$ cat src/rtl/mips_pkg.sv
// Shared MIPS decode constants: opcode/funct encodings, ALU select codes,
// immediate-extension type and the decoded-control bundle.
package mips_pkg;

  localparam logic [5:0] OP_RTYPE = 6'h00;
  localparam logic [5:0] OP_BEQ   = 6'h04;
  localparam logic [5:0] OP_BNE   = 6'h05;
  localparam logic [5:0] OP_ADDI  = 6'h08;
  localparam logic [5:0] OP_ADDIU = 6'h09;
  localparam logic [5:0] OP_SLTI  = 6'h0A;
  localparam logic [5:0] OP_ANDI  = 6'h0C;
  localparam logic [5:0] OP_ORI   = 6'h0D;
  localparam logic [5:0] OP_XORI  = 6'h0E;
  localparam logic [5:0] OP_LW    = 6'h23;
  localparam logic [5:0] OP_SW    = 6'h2B;

  localparam logic [5:0] FN_ADD  = 6'h20;
  localparam logic [5:0] FN_ADDU = 6'h21;
  localparam logic [5:0] FN_SUB  = 6'h22;
  localparam logic [5:0] FN_SUBU = 6'h23;
  localparam logic [5:0] FN_AND  = 6'h24;
  localparam logic [5:0] FN_OR   = 6'h25;
  localparam logic [5:0] FN_XOR  = 6'h26;
  localparam logic [5:0] FN_SLT  = 6'h2A;

  localparam logic [3:0] ALU_NOT = 4'd0;
  localparam logic [3:0] ALU_AND = 4'd1;
  localparam logic [3:0] ALU_XOR = 4'd2;
  localparam logic [3:0] ALU_OR  = 4'd3;
  localparam logic [3:0] ALU_DEC = 4'd4;
  localparam logic [3:0] ALU_ADD = 4'd5;
  localparam logic [3:0] ALU_SUB = 4'd6;
  localparam logic [3:0] ALU_INC = 4'd7;
  localparam logic [3:0] ALU_SLT = 4'd8;

  typedef enum logic {
    EXT_SIGN = 1'b0,
    EXT_ZERO = 1'b1
  } ext_e;

  typedef enum logic {
    DEST_RT = 1'b0,
    DEST_RD = 1'b1
  } dest_sel_e;

  typedef struct packed {
    logic [3:0] sel;
    logic       b_is_imm;
    ext_e       ext;
    dest_sel_e  dest_sel;
    logic       we;
    logic       is_load;
    logic       is_store;
    logic       is_beq;
    logic       is_bne;
    logic       illegal;
  } dec_t;

endpackage

$ cat src/rtl/alu_decode.sv
// Combinational opcode/funct decoder producing ALU select, operand-B source,
// immediate extension, destination select, write enable and class flags.
module alu_decode
  import mips_pkg::*;
(
  input  logic [5:0] opcode_i,
  input  logic [5:0] funct_i,
  output dec_t       dec_o
);

  dec_t dec;

  always_comb begin
    dec          = '0;
    dec.sel      = ALU_ADD;
    dec.ext      = EXT_SIGN;
    dec.dest_sel = DEST_RT;
    unique case (opcode_i)
      OP_RTYPE: begin
        dec.dest_sel = DEST_RD;
        dec.we       = 1'b1;
        unique case (funct_i)
          FN_ADD, FN_ADDU: dec.sel = ALU_ADD;
          FN_SUB, FN_SUBU: dec.sel = ALU_SUB;
          FN_AND:          dec.sel = ALU_AND;
          FN_OR:           dec.sel = ALU_OR;
          FN_XOR:          dec.sel = ALU_XOR;
          FN_SLT:          dec.sel = ALU_SLT;
          default: begin
            dec.we      = 1'b0;
            dec.illegal = 1'b1;
          end
        endcase
      end
      OP_ADDI, OP_ADDIU: begin
        dec.sel      = ALU_ADD;
        dec.b_is_imm = 1'b1;
        dec.we       = 1'b1;
      end
      OP_SLTI: begin
        dec.sel      = ALU_SLT;
        dec.b_is_imm = 1'b1;
        dec.we       = 1'b1;
      end
      OP_ANDI: begin
        dec.sel      = ALU_AND;
        dec.b_is_imm = 1'b1;
        dec.ext      = EXT_ZERO;
        dec.we       = 1'b1;
      end
      OP_ORI: begin
        dec.sel      = ALU_OR;
        dec.b_is_imm = 1'b1;
        dec.ext      = EXT_ZERO;
        dec.we       = 1'b1;
      end
      OP_XORI: begin
        dec.sel      = ALU_XOR;
        dec.b_is_imm = 1'b1;
        dec.ext      = EXT_ZERO;
        dec.we       = 1'b1;
      end
      OP_LW: begin
        dec.sel      = ALU_ADD;
        dec.b_is_imm = 1'b1;
        dec.we       = 1'b1;
        dec.is_load  = 1'b1;
      end
      OP_SW: begin
        dec.sel      = ALU_ADD;
        dec.b_is_imm = 1'b1;
        dec.is_store = 1'b1;
      end
      OP_BEQ: begin
        dec.sel    = ALU_SUB;
        dec.is_beq = 1'b1;
      end
      OP_BNE: begin
        dec.sel    = ALU_SUB;
        dec.is_bne = 1'b1;
      end
      default: dec.illegal = 1'b1;
    endcase
  end

  assign dec_o = dec;

endmodule

$ cat src/rtl/id_ex_stage.sv
// ID/EX pipeline register: decodes into ALU controls, registers operands and
// forwards EX/MEM and MEM/WB results onto the ALU inputs during EX.
module id_ex_stage
  import mips_pkg::*;
#(
  parameter int DW = 32,
  parameter int RW = 5
) (
  input  logic          clk,
  input  logic          rst,
  input  logic          id_valid,
  input  logic [5:0]    id_opcode,
  input  logic [5:0]    id_funct,
  input  logic [RW-1:0] id_rs,
  input  logic [RW-1:0] id_rt,
  input  logic [RW-1:0] id_rd,
  input  logic [DW-1:0] id_rs_data,
  input  logic [DW-1:0] id_rt_data,
  input  logic [15:0]   id_imm,
  input  logic          stall,
  input  logic          flush,
  input  logic          exmem_we,
  input  logic [RW-1:0] exmem_rd,
  input  logic [DW-1:0] exmem_data,
  input  logic          memwb_we,
  input  logic [RW-1:0] memwb_rd,
  input  logic [DW-1:0] memwb_data,
  output logic [DW-1:0] alu_a,
  output logic [DW-1:0] alu_b,
  output logic [3:0]    alu_sel,
  output logic [DW-1:0] store_data,
  output logic          ex_valid,
  output logic [RW-1:0] ex_dest,
  output logic          ex_dest_we,
  output logic          ex_is_load,
  output logic          ex_is_store,
  output logic          ex_is_beq,
  output logic          ex_is_bne,
  output logic          ex_illegal
);

  typedef struct packed {
    logic          valid;
    logic [3:0]    sel;
    logic [RW-1:0] rs;
    logic [RW-1:0] rt;
    logic [DW-1:0] rs_data;
    logic [DW-1:0] rt_data;
    logic [DW-1:0] imm;
    logic          b_is_imm;
    logic [RW-1:0] dest;
    logic          we;
    logic          is_load;
    logic          is_store;
    logic          is_beq;
    logic          is_bne;
    logic          illegal;
  } ex_t;

  // Bubble zeroes rs/rt too, so a bubble can never match a forward source.
  function automatic ex_t bubble_f();
    ex_t b;
    b     = '0;
    b.sel = ALU_ADD;
    return b;
  endfunction

  dec_t          dec;
  ex_t           load_c;
  ex_t           ex_d;
  ex_t           ex_q;
  logic [DW-1:0] imm_sext;
  logic [DW-1:0] imm_zext;
  logic [RW-1:0] dest_c;
  logic [DW-1:0] fwd_a;
  logic [DW-1:0] fwd_b;

  alu_decode u_alu_decode (
    .opcode_i (id_opcode),
    .funct_i  (id_funct),
    .dec_o    (dec)
  );

  assign imm_sext = {{(DW-16){id_imm[15]}}, id_imm};
  assign imm_zext = {{(DW-16){1'b0}}, id_imm};
  assign dest_c   = (dec.dest_sel == DEST_RD) ? id_rd : id_rt;

  always_comb begin
    load_c          = '0;
    load_c.valid    = 1'b1;
    load_c.sel      = dec.sel;
    load_c.rs       = id_rs;
    load_c.rt       = id_rt;
    load_c.rs_data  = id_rs_data;
    load_c.rt_data  = id_rt_data;
    load_c.imm      = (dec.ext == EXT_ZERO) ? imm_zext : imm_sext;
    load_c.b_is_imm = dec.b_is_imm;
    load_c.dest     = dest_c;
    load_c.we       = dec.we && (dest_c != '0);
    load_c.is_load  = dec.is_load;
    load_c.is_store = dec.is_store;
    load_c.is_beq   = dec.is_beq;
    load_c.is_bne   = dec.is_bne;
    load_c.illegal  = dec.illegal;
  end

  // Flush beats stall; an empty decode slot only bubbles when not stalled.
  always_comb begin
    ex_d = load_c;
    if (flush) begin
      ex_d = bubble_f();
    end else if (stall) begin
      ex_d = ex_q;
    end else if (!id_valid) begin
      ex_d = bubble_f();
    end
  end

  always_ff @(posedge clk or posedge rst) begin
    if (rst) begin
      ex_q <= bubble_f();
    end else begin
      ex_q <= ex_d;
    end
  end

  // Youngest producer (EX/MEM) wins; register 0 is never forwarded.
  always_comb begin
    fwd_a = ex_q.rs_data;
    if (exmem_we && (exmem_rd != '0) && (exmem_rd == ex_q.rs)) begin
      fwd_a = exmem_data;
    end else if (memwb_we && (memwb_rd != '0) && (memwb_rd == ex_q.rs)) begin
      fwd_a = memwb_data;
    end
  end

  always_comb begin
    fwd_b = ex_q.rt_data;
    if (exmem_we && (exmem_rd != '0) && (exmem_rd == ex_q.rt)) begin
      fwd_b = exmem_data;
    end else if (memwb_we && (memwb_rd != '0) && (memwb_rd == ex_q.rt)) begin
      fwd_b = memwb_data;
    end
  end

  assign alu_a       = fwd_a;
  assign alu_b       = ex_q.b_is_imm ? ex_q.imm : fwd_b;
  assign store_data  = fwd_b;
  assign alu_sel     = ex_q.sel;
  assign ex_valid    = ex_q.valid;
  assign ex_dest     = ex_q.dest;
  assign ex_dest_we  = ex_q.we;
  assign ex_is_load  = ex_q.is_load;
  assign ex_is_store = ex_q.is_store;
  assign ex_is_beq   = ex_q.is_beq;
  assign ex_is_bne   = ex_q.is_bne;
  assign ex_illegal  = ex_q.illegal;

endmodule

$ cat config.mk
export PLATFORM = sky130hd
export DESIGN_NAME = id_ex_stage
export DESIGN_NICKNAME = d
export VERILOG_FILES = /design/src/rtl/mips_pkg.sv /design/src/rtl/alu_decode.sv /design/src/rtl/id_ex_stage.sv
export SDC_FILE = /design/constraint.sdc
export NUM_CORES = 1
export LEC_CHECK = 0
export ABC_AREA = 1
export BUFFER_PORTS_ARGS = -buffer_cell sky130_fd_sc_hd__buf_2
export CAP_MARGIN = 20
export CORE_UTILIZATION = 30
export CTS_CLUSTER_DIAMETER = 30
export DETAILED_ROUTE_END_ITERATION = 10
export HOLD_SLACK_MARGIN = 0.05
export PLACE_DENSITY = 0.67
export SLEW_MARGIN = 15
export SYNTH_ARGS = -nofsm -noshare
export SYNTH_HDL_FRONTEND = slang
export SYNTH_HIERARCHICAL = 1
export SYNTH_SLANG_ARGS = --single-unit
export TNS_END_PERCENT = 30
$ cat constraint.sdc
create_clock -name clk -period 4.1 [get_ports clk]
set_clock_uncertainty 0.2 [all_clocks]
set_input_delay 0.41 -clock clk [delete_from_list [all_inputs] [get_ports clk]]
set_output_delay 0.41 -clock clk [all_outputs]
set_load 0.02 [all_outputs]
==> flow_summary.html, run 1 <==
<table>
<tr><th>Metric</th><th>Value</th></tr>
<tr><th colspan="2">GRT</th></tr>
<tr><td>GR Util All Layers</td><td>0.223</td></tr>
<tr><td>Aggregate global routing overflow</td><td>0</td></tr>
<tr><td>Number of global-route vias before repair</td><td>7,476</td></tr>
<tr><td>Global-route wire length before repair</td><td>41.0 mm</td></tr>
<tr><td>Initial antenna violation count</td><td>5</td></tr>
<tr><td>Pin count of the biggest net entering global routing</td><td>100</td></tr>
<tr><th colspan="2">Drt</th></tr>
<tr><td>Residual DRC count</td><td>0</td></tr>
<tr><td>Wire length per cell</td><td>17.5 µm</td></tr>
<tr><td>Vias per cell</td><td>5.05</td></tr>
<tr><td>Highest routing layer actually used</td><td>met5</td></tr>
<tr><td>DRC marker count from the first detailed-route iteration</td><td>560</td></tr>
<tr><td>Length of routed met2 wiring</td><td>12.4 mm</td></tr>
<tr><td>Total routed wirelength</td><td>26.2 mm</td></tr>
<tr><td>Length of routed wiring on met1</td><td>11.4 mm</td></tr>
<tr><td>Number of iterations in the first detailed-routing pass</td><td>5</td></tr>
<tr><td>Post-detailed-route count of antenna-violating nets</td><td>0</td></tr>
<tr><td>Number of vias after detailed routing</td><td>7,573</td></tr>
<tr><td>Metal3 WL</td><td>1.71 mm</td></tr>
<tr><th colspan="2">Power and ir drop</th></tr>
<tr><td>Switching power</td><td>0.815 mW</td></tr>
<tr><td>Total leakage power</td><td>5.14 nW</td></tr>
<tr><td>Part of the power in the clock network</td><td>0.342</td></tr>
<tr><td>Relative contribution of sequential cells to total power</td><td>0.432</td></tr>
<tr><td>PD cells</td><td>289 nW/µm²</td></tr>
<tr><td>Maximum vdd drop</td><td>0.173 mV</td></tr>
<tr><td>Net Sw Frac</td><td>0.314</td></tr>
<tr><td>Internal Power</td><td>1.78 mW</td></tr>
<tr><td>Combinational share of power</td><td>0.226</td></tr>
<tr><th colspan="2">Synthesis</th></tr>
<tr><td>Synth Net Count</td><td>1,135</td></tr>
<tr><td>Synthesized area divided by synthesized cell count</td><td>7.33 µm²</td></tr>
<tr><td>Async set-or-reset flop fraction in the synthesized netlist</td><td>1.00</td></tr>
<tr><td>Warnings, synthesis</td><td>6</td></tr>
<tr><td>Fraction of the mapped netlist area in adder cells</td><td>0</td></tr>
<tr><td>Main area contributors after synthesis</td><td>sky130_fd_sc_hd__dfrtp_1 (38%), sky130_fd_sc_hd__nand3_1 (12%), sky130_fd_sc_hd__nand2_1 (11%), sky130_fd_sc_hd__a22o_1 (7.8%), sky130_fd_sc_hd__inv_1 (6.5%)</td></tr>
<tr><td>Simple-gate area share of the yosys netlist</td><td>0.323</td></tr>
<tr><td>Dominant combinational cell family by area after synthesis</td><td>simple AND/OR/NAND/NOR gates</td></tr>
<tr><td>Fraction of synthesized cell area in xor and xnor cells</td><td>0.0240</td></tr>
<tr><td>Share of the synthesized area in the top cell type</td><td>0.382</td></tr>
<tr><td>Count of cell types in the netlist</td><td>32</td></tr>
<tr><td>Biggest area consumer among synthesized cells</td><td>sky130_fd_sc_hd__dfrtp_1</td></tr>
<tr><td>Synthesis-stage register bit count</td><td>108</td></tr>
<tr><td>Cell count after synthesis</td><td>947</td></tr>
<tr><td>Post-synthesis mux area share</td><td>0.00288</td></tr>
<tr><td>Part of the Yosys area used for sequential elements</td><td>0.389</td></tr>
<tr><td>Post-synth EDFFs</td><td>0</td></tr>
<tr><td>Synth Area in Compound Gates</td><td>0.142</td></tr>
<tr><td>Top FF cell, synth</td><td>sky130_fd_sc_hd__dfrtp_1</td></tr>
<tr><td>Area of the mapped netlist</td><td>6950 µm²</td></tr>
<tr><th colspan="2">STA</th></tr>
<tr><td>Least-Margin Pin Slew</td><td>0.945 ns</td></tr>
<tr><td>Final critical-path required period</td><td>3.33 ns</td></tr>
<tr><td>Fin Setup TNS</td><td>0 ns</td></tr>
<tr><td>Hold WS</td><td>0.0669 ns</td></tr>
<tr><td>Highest achievable clock rate</td><td>301 MHz</td></tr>
<tr><td>Final count of hold timing violations</td><td>0</td></tr>
<tr><td>Setup repair after global routing missed its margin</td><td>false</td></tr>
<tr><td>Setup-violating endpoint count in the final report</td><td>0</td></tr>
<tr><td>Final critical-path share of the clock period</td><td>0.811</td></tr>
<tr><td>Final slew viol count</td><td>0</td></tr>
<tr><td>Worst slew margin relative to its limit</td><td>0.368</td></tr>
<tr><th colspan="2">Floorplan</th></tr>
<tr><td>DIE WIDTH</td><td>154 µm</td></tr>
<tr><td>Initial Util</td><td>0.307</td></tr>
<tr><td>Die height</td><td>154 µm</td></tr>
<tr><td>Floorplan core area</td><td>22,600 µm²</td></tr>
<tr><td>Ports</td><td>300</td></tr>
<tr><td>Total Die Area</td><td>23,800 µm²</td></tr>
<tr><td>Standard-cell rows</td><td>55</td></tr>
<tr><th colspan="2">Clock network</th></tr>
<tr><td>Clock root buffer master</td><td>sky130_fd_sc_hd__clkbuf_16</td></tr>
<tr><td>CTS tree</td><td>built</td></tr>
<tr><td>CTS Buf Count</td><td>9</td></tr>
<tr><td>Clock slew at the register clock pins of the worst setup and hold paths</td><td>0.08 ns</td></tr>
<tr><td>Number of clock sinks seen by CTS</td><td>108</td></tr>
<tr><td>Worst-Skew Late Latency</td><td>0.34 ns</td></tr>
<tr><td>Buffers inserted during post-CTS setup optimization</td><td>0</td></tr>
<tr><td>Max H-tree Level</td><td>3</td></tr>
<tr><td>Deepest clock path buffer count</td><td>2</td></tr>
<tr><th colspan="2">Min path</th></tr>
<tr><td>HP Class</td><td>in2reg</td></tr>
<tr><th colspan="2">Cells and area</th></tr>
<tr><td>Most common library cell in the layout ignoring fill and taps</td><td>sky130_fd_sc_hd__buf_2</td></tr>
<tr><td>Signed area change from the synthesized netlist to the final layout</td><td>29.6%</td></tr>
<tr><td>Number of non-filler instances in the completed layout</td><td>1,501</td></tr>
<tr><td>Most frequent cells in the layout</td><td>sky130_fd_sc_hd__buf_2 (299), sky130_fd_sc_hd__nand2_1 (195), sky130_fd_sc_hd__nand3_1 (173), sky130_fd_sc_hd__inv_1 (120), sky130_fd_sc_hd__dfrtp_1 (106)</td></tr>
<tr><td>Final nets</td><td>1,395</td></tr>
<tr><td>Fraction of final layout cells with drive strength greater than 1</td><td>0.292</td></tr>
<tr><td>Final cell utilization of the core</td><td>0.398</td></tr>
<tr><th colspan="2">Place</th></tr>
<tr><td>Instance count after placement with tap cells included</td><td>1,476</td></tr>
<tr><td>Post-DP HPWL</td><td>18.7 mm</td></tr>
<tr><td>I/O Buffers</td><td>299</td></tr>
<tr><td>GP Congestion</td><td>0.842</td></tr>
<tr><th colspan="2">Outcome</th></tr>
<tr><td>Status</td><td>completed</td></tr>
<tr><th colspan="2">Setup path</th></tr>
<tr><td>Worst setup path class</td><td>reg2out</td></tr>
<tr><td>Endpoint class of the critical path</td><td>output pin</td></tr>
<tr><td>Peak fanout along the critical path</td><td>16</td></tr>
<tr><td>Data arrival time of the worst path</td><td>2.72 ns</td></tr>
<tr><td>Startpoint types</td><td>flip-flop</td></tr>
<tr><td>Required time of the critical path</td><td>3.49 ns</td></tr>
<tr><th colspan="2">Run</th></tr>
<tr><td>Max-cap violations</td><td>0</td></tr>
</table>
==> critical path: stages, from the launching register on <==
cell	delay (ns)
sky130_fd_sc_hd__dfrtp_1	0.43
sky130_fd_sc_hd__xnor2_1	0.18
sky130_fd_sc_hd__nand2_1	0.13
sky130_fd_sc_hd__nor3_4	0.79
sky130_fd_sc_hd__buf_4	0.36
sky130_fd_sc_hd__nand3_1	0.11
sky130_fd_sc_hd__nand3_1	0.11
sky130_fd_sc_hd__nand2_1	0.07
sky130_fd_sc_hd__buf_2	0.19
==> per-stage QoR <==
| stage | area, µm² | setup WS [ns] | power [mW] |
|---|---|---|---|
| floorplan | 6950 | 0.648 | 1.47 |
| global route | 9000 | 0.525 | 2.73 |
| finish | 9000 | 0.773 | 2.60 |
| detailed placement | 8650 | 1.06 | 1.73 |
| global placement | 8640 | 1.08 | 1.72 |
| CTS | 8990 | 0.754 | 2.64 |
==> layer usage <==
metal / up-vias / GRT usage
met5: - / 0
met4: 2 / 0.0833
met3: 46 / 0.0431
met2: 315 / 0.368
met1: 3541 / 0.288
li1: 3669 / -
==> cell families (layout without fill, tap and decap cells) <==
family / after synthesis / count (layout)
compound gates: 147 / 147
other cells: 0 / 4
xor+xnor: 19 / 19
simple gates: 476 / 476
mux: 2 / 2
buf+inv: 195 / 460
flops: 108 / 108
==> sequential cells by signal (all words and copies together), names as in the netlist <==
name	cells
alu_sel	4
ex_dest	5
ex_dest_we	1
ex_illegal	1
ex_is_beq	1
ex_is_bne	1
ex_is_load	1
ex_is_store	1
ex_q	92
ex_valid	1
==> Yosys cell counts (all sizes together), types with 2 or more instances <==
cell / n
nor2: 31
xnor2: 9
inv: 123
buf: 44
nand3: 175
nand2: 197
o21ai: 80
xor2: 10
o22a: 2
and2: 32
nor3: 5
mux2i: 2
dfstp: 2
nand4: 35
clkbuf: 28
a22o: 62
dfrtp: 106
==> final timing paths <==
kind	from	slack, ns	endpoint	depth (start not counted)
max reg2reg	ex_q[11]	3.04	ex_q[11]	2
max in group asynchronous	rst	2.39	alu_sel[2]	4
min	id_rt_data[12]	0.07	ex_q[56]	2
max	ex_q[108]	0.77	alu_b[19]	8
min in group asynchronous	rst	0.51	ex_valid	3
min reg2reg	ex_q[27]	0.28	ex_q[27]	2
==> power by group through the flow <==
stage | clock [mW] | combinational (mW) | sequential (mW)
global route | 0.961 | 0.643 | 1.13
global placement | 0 | 0.580 | 1.14
detailed placement | 0 | 0.586 | 1.14
CTS | 0.922 | 0.592 | 1.12
floorplan | 0 | 0.329 | 1.14
finish | 0.889 | 0.588 | 1.12
==> what timing repair did <==
action	in CTS	in global routing
hold buffers	5	0
resized for setup	0	0
hold endpoints to repair	56	0
==> cell type report <==
cell class,instances,area (µm²)
fill,2372,13600
multi-input combinational,644,3460
sequential,108,2710
timing repair buffer,321,1720
inverter,123,464
tap,285,357
clock buffer,10,229
clock inverter,6,63.8
antenna,4,10.0
Power figures use the tool's default switching activity.
==> run 2: changes to the inputs <==
--- a/config.mk
+++ b/config.mk
@@ -12,7 +12,7 @@
 export CTS_CLUSTER_DIAMETER = 30
 export DETAILED_ROUTE_END_ITERATION = 10
 export HOLD_SLACK_MARGIN = 0.05
-export PLACE_DENSITY = 0.67
+export PLACE_DENSITY = 0.69
 export SLEW_MARGIN = 15
 export SYNTH_ARGS = -nofsm -noshare
 export SYNTH_HDL_FRONTEND = slang
==> constraint.sdc (replaced) <==
create_clock -name clk -period 3 [get_ports clk]
set_clock_uncertainty 0.2 [all_clocks]
set_input_delay 0.3 -clock clk [delete_from_list [all_inputs] [get_ports clk]]
set_output_delay 0.3 -clock clk [all_outputs]
set_load 0.02 [all_outputs]
==> flow_summary.html, run 2 (synthesis results as in run 1) <==
<table>
<tr><th>Metric</th><th>Value</th></tr>
<tr><th colspan="2">Place</th></tr>
<tr><td>Post-DP HPWL</td><td>19.2 mm</td></tr>
<tr><td>GP Congestion</td><td>0.859</td></tr>
<tr><td>I/O Buffers</td><td>299</td></tr>
<tr><td>Worst slack at placement</td><td>0.589 ns</td></tr>
<tr><td>Instance count after placement with tap cells included</td><td>1,484</td></tr>
<tr><th colspan="2">Power and ir drop</th></tr>
<tr><td>Part of the power in the clock network</td><td>0.340</td></tr>
<tr><td>Internal Power</td><td>2.54 mW</td></tr>
<tr><td>Combinational share of power</td><td>0.245</td></tr>
<tr><td>Net Sw Frac</td><td>0.312</td></tr>
<tr><td>PD cells</td><td>373 nW/µm²</td></tr>
<tr><td>Relative contribution of sequential cells to total power</td><td>0.415</td></tr>
<tr><td>Switching power</td><td>1.15 mW</td></tr>
<tr><td>Maximum vdd drop</td><td>0.240 mV</td></tr>
<tr><td>Total leakage power</td><td>5.53 nW</td></tr>
<tr><th colspan="2">Setup path</th></tr>
<tr><td>Cell at the slowest stage of the critical path</td><td>sky130_fd_sc_hd__dfrtp_1</td></tr>
<tr><td>R2R Setup Slk</td><td>1.40 ns</td></tr>
<tr><td>Endpoint class of the critical path</td><td>output pin</td></tr>
<tr><td>Startpoint types</td><td>flip-flop</td></tr>
<tr><td>Delay of the slowest cell on the worst path</td><td>0.42 ns</td></tr>
<tr><td>Required time of the critical path</td><td>2.50 ns</td></tr>
<tr><td>CP Cell Sequence</td><td>xnor2_1, nand2_1, nor2_4, buf_4, nand4_1, nand3_1, nand3_1, nand2_1, buf_2</td></tr>
<tr><td>Worst setup path class</td><td>reg2out</td></tr>
<tr><td>Peak fanout along the critical path</td><td>32</td></tr>
<tr><td>Data arrival time of the worst path</td><td>2.30 ns</td></tr>
<tr><th colspan="2">Min path</th></tr>
<tr><td>HP Class</td><td>in2reg</td></tr>
<tr><th colspan="2">Cells and area</th></tr>
<tr><td>Fraction of final layout cells with drive strength greater than 1</td><td>0.278</td></tr>
<tr><td>Most frequent cells in the layout</td><td>sky130_fd_sc_hd__buf_2 (299), sky130_fd_sc_hd__nand2_1 (195), sky130_fd_sc_hd__nand3_1 (173), sky130_fd_sc_hd__inv_1 (120), sky130_fd_sc_hd__dfrtp_1 (106)</td></tr>
<tr><td>Final cell utilization of the core</td><td>0.438</td></tr>
<tr><td>Number of flip-flops in the largest register</td><td>92</td></tr>
<tr><td>Most common library cell in the layout ignoring fill and taps</td><td>sky130_fd_sc_hd__buf_2</td></tr>
<tr><td>Register name with the most flops</td><td>ex_q</td></tr>
<tr><td>Number of non-filler instances in the completed layout</td><td>1,595</td></tr>
<tr><td>Final nets</td><td>1,489</td></tr>
<tr><td>Signed area change from the synthesized netlist to the final layout</td><td>42.9%</td></tr>
<tr><th colspan="2">Clock network</th></tr>
<tr><td>Buffers inserted during post-CTS setup optimization</td><td>0</td></tr>
<tr><td>Cells resized by post-CTS repair</td><td>0</td></tr>
<tr><td>Max H-tree Level</td><td>3</td></tr>
<tr><td>Clock root buffer master</td><td>sky130_fd_sc_hd__clkbuf_16</td></tr>
<tr><td>CTS Buf Count</td><td>9</td></tr>
<tr><td>Clock slew at the register clock pins of the worst setup and hold paths</td><td>0.08 ns</td></tr>
<tr><td>Number of buffers inserted by hold repair at cts</td><td>91</td></tr>
<tr><td>Worst-Skew Late Latency</td><td>0.35 ns</td></tr>
<tr><td>Deepest clock path buffer count</td><td>2</td></tr>
<tr><td>CTS tree</td><td>built</td></tr>
<tr><td>Number of clock sinks seen by CTS</td><td>108</td></tr>
<tr><th colspan="2">STA</th></tr>
<tr><td>Worst slew margin relative to its limit</td><td>0.515</td></tr>
<tr><td>Hold WS</td><td>0.0631 ns</td></tr>
<tr><td>Fin Setup TNS</td><td>0 ns</td></tr>
<tr><td>Setup-violating endpoint count in the final report</td><td>0</td></tr>
<tr><td>Final critical-path share of the clock period</td><td>0.932</td></tr>
<tr><td>Final count of hold timing violations</td><td>0</td></tr>
<tr><td>Setup slack of the critical path after layout</td><td>0.204 ns</td></tr>
<tr><td>Highest achievable clock rate</td><td>358 MHz</td></tr>
<tr><td>Final slew viol count</td><td>0</td></tr>
<tr><td>Least-Margin Pin Slew</td><td>0.728 ns</td></tr>
<tr><td>Final critical-path required period</td><td>2.80 ns</td></tr>
<tr><td>Setup repair after global routing missed its margin</td><td>false</td></tr>
<tr><th colspan="2">GRT</th></tr>
<tr><td>Aggregate global routing overflow</td><td>0</td></tr>
<tr><td>Global-route met2 utilization</td><td>0.387</td></tr>
<tr><td>Initial antenna violation count</td><td>4</td></tr>
<tr><td>Fraction of met1 tracks used by global routing</td><td>0.301</td></tr>
<tr><td>Number of global-route vias before repair</td><td>7,946</td></tr>
<tr><td>Most congested layer reported by global routing</td><td>met2</td></tr>
<tr><td>Met3 layer usage reported by global route</td><td>0.0521</td></tr>
<tr><td>Pin count of the biggest net entering global routing</td><td>109</td></tr>
<tr><td>GR Util All Layers</td><td>0.235</td></tr>
<tr><td>Global-route wire length before repair</td><td>43.0 mm</td></tr>
<tr><th colspan="2">Floorplan</th></tr>
<tr><td>Standard-cell rows</td><td>55</td></tr>
<tr><td>Initial Util</td><td>0.307</td></tr>
<tr><td>DIE WIDTH</td><td>154 µm</td></tr>
<tr><td>Total Die Area</td><td>23,800 µm²</td></tr>
<tr><td>Ports</td><td>300</td></tr>
<tr><td>Die height</td><td>154 µm</td></tr>
<tr><td>Floorplan core area</td><td>22,600 µm²</td></tr>
<tr><th colspan="2">Drt</th></tr>
<tr><td>DRC marker count from the first detailed-route iteration</td><td>536</td></tr>
<tr><td>Total routed wirelength</td><td>27.7 mm</td></tr>
<tr><td>Vias per cell</td><td>4.99</td></tr>
<tr><td>Post-detailed-route count of antenna-violating nets</td><td>0</td></tr>
<tr><td>Residual DRC count</td><td>0</td></tr>
<tr><td>Number of iterations in the first detailed-routing pass</td><td>6</td></tr>
<tr><td>Wire length per cell</td><td>17.3 µm</td></tr>
<tr><td>Number of vias after detailed routing</td><td>7,953</td></tr>
<tr><th colspan="2">Outcome</th></tr>
<tr><td>Status</td><td>completed</td></tr>
<tr><th colspan="2">Run</th></tr>
<tr><td>Max-cap violations</td><td>0</td></tr>
</table>
[run 2: cell types whose count changed in the layout (fill, tap and decap cells not counted), sizes merged]
cell | before | now
dlygate4sd3 | 5 | 91
buf | 316 | 324
clkinv | 2 | 3
inv | 124 | 123
[run 2: path summary, 6_finish.rpt]
path | depth (start not counted) | startpoint | end
worst max-delay path | 9 | ex_q[108] | alu_b[6]
worst min-delay path | 3 | id_rt[4] | ex_q[112]
worst max register to register | 3 | ex_q[11] | ex_q[11]
worst min register to register | 2 | ex_dest_we | ex_dest_we
max in group asynchronous | 4 | rst | ex_q[22]
min in group asynchronous | 4 | rst | ex_dest[3]
[run 2: layer usage]
metal	wire, µm	up-vias
met5	0	-
met4	756	0
met3	1990	51
met2	13000	374
li1	-	3848
met1	11900	3680
[run 2: power groups by stage]
| stage | clock [mW] | sequential, mW | combinational [mW] |
|---|---|---|---|
| floorplan | 0 | 1.56 | 0.450 |
| global placement | 0 | 1.56 | 0.801 |
| detailed placement | 0 | 1.56 | 0.809 |
| CTS | 1.30 | 1.53 | 0.906 |
| global route | 1.35 | 1.54 | 0.989 |
| finish | 1.26 | 1.53 | 0.906 |
[run 2: layout make-up]
class                           count  area (µm²)
Fill cell                        2237       12700
Multi-Input combinational cell    644        3460
Sequential cell                   108        2710
Timing Repair Buffer              415        2620
Inverter                          123         465
Tap cell                          285         357
Clock buffer                       10         239
Clock inverter                      6        72.6
Antenna cell                        4        10.0
[run 2: through the flow]
step / power [mW] / instance area (µm²)
6_report: 3.70 / 9920
5_1_grt: 3.88 / 9920
4_1_cts: 3.74 / 9910
3_5_place_dp: 2.37 / 8690
3_3_place_gp: 2.36 / 8690
2_1_floorplan: 2.01 / 6950
[run 2: critical path: cells and delay by family, from the launching register on]
family	cells	cell delay, ns
buf+inv	2	0.56
xor+xnor	1	0.17
flops	1	0.42
simple gates	6	0.78
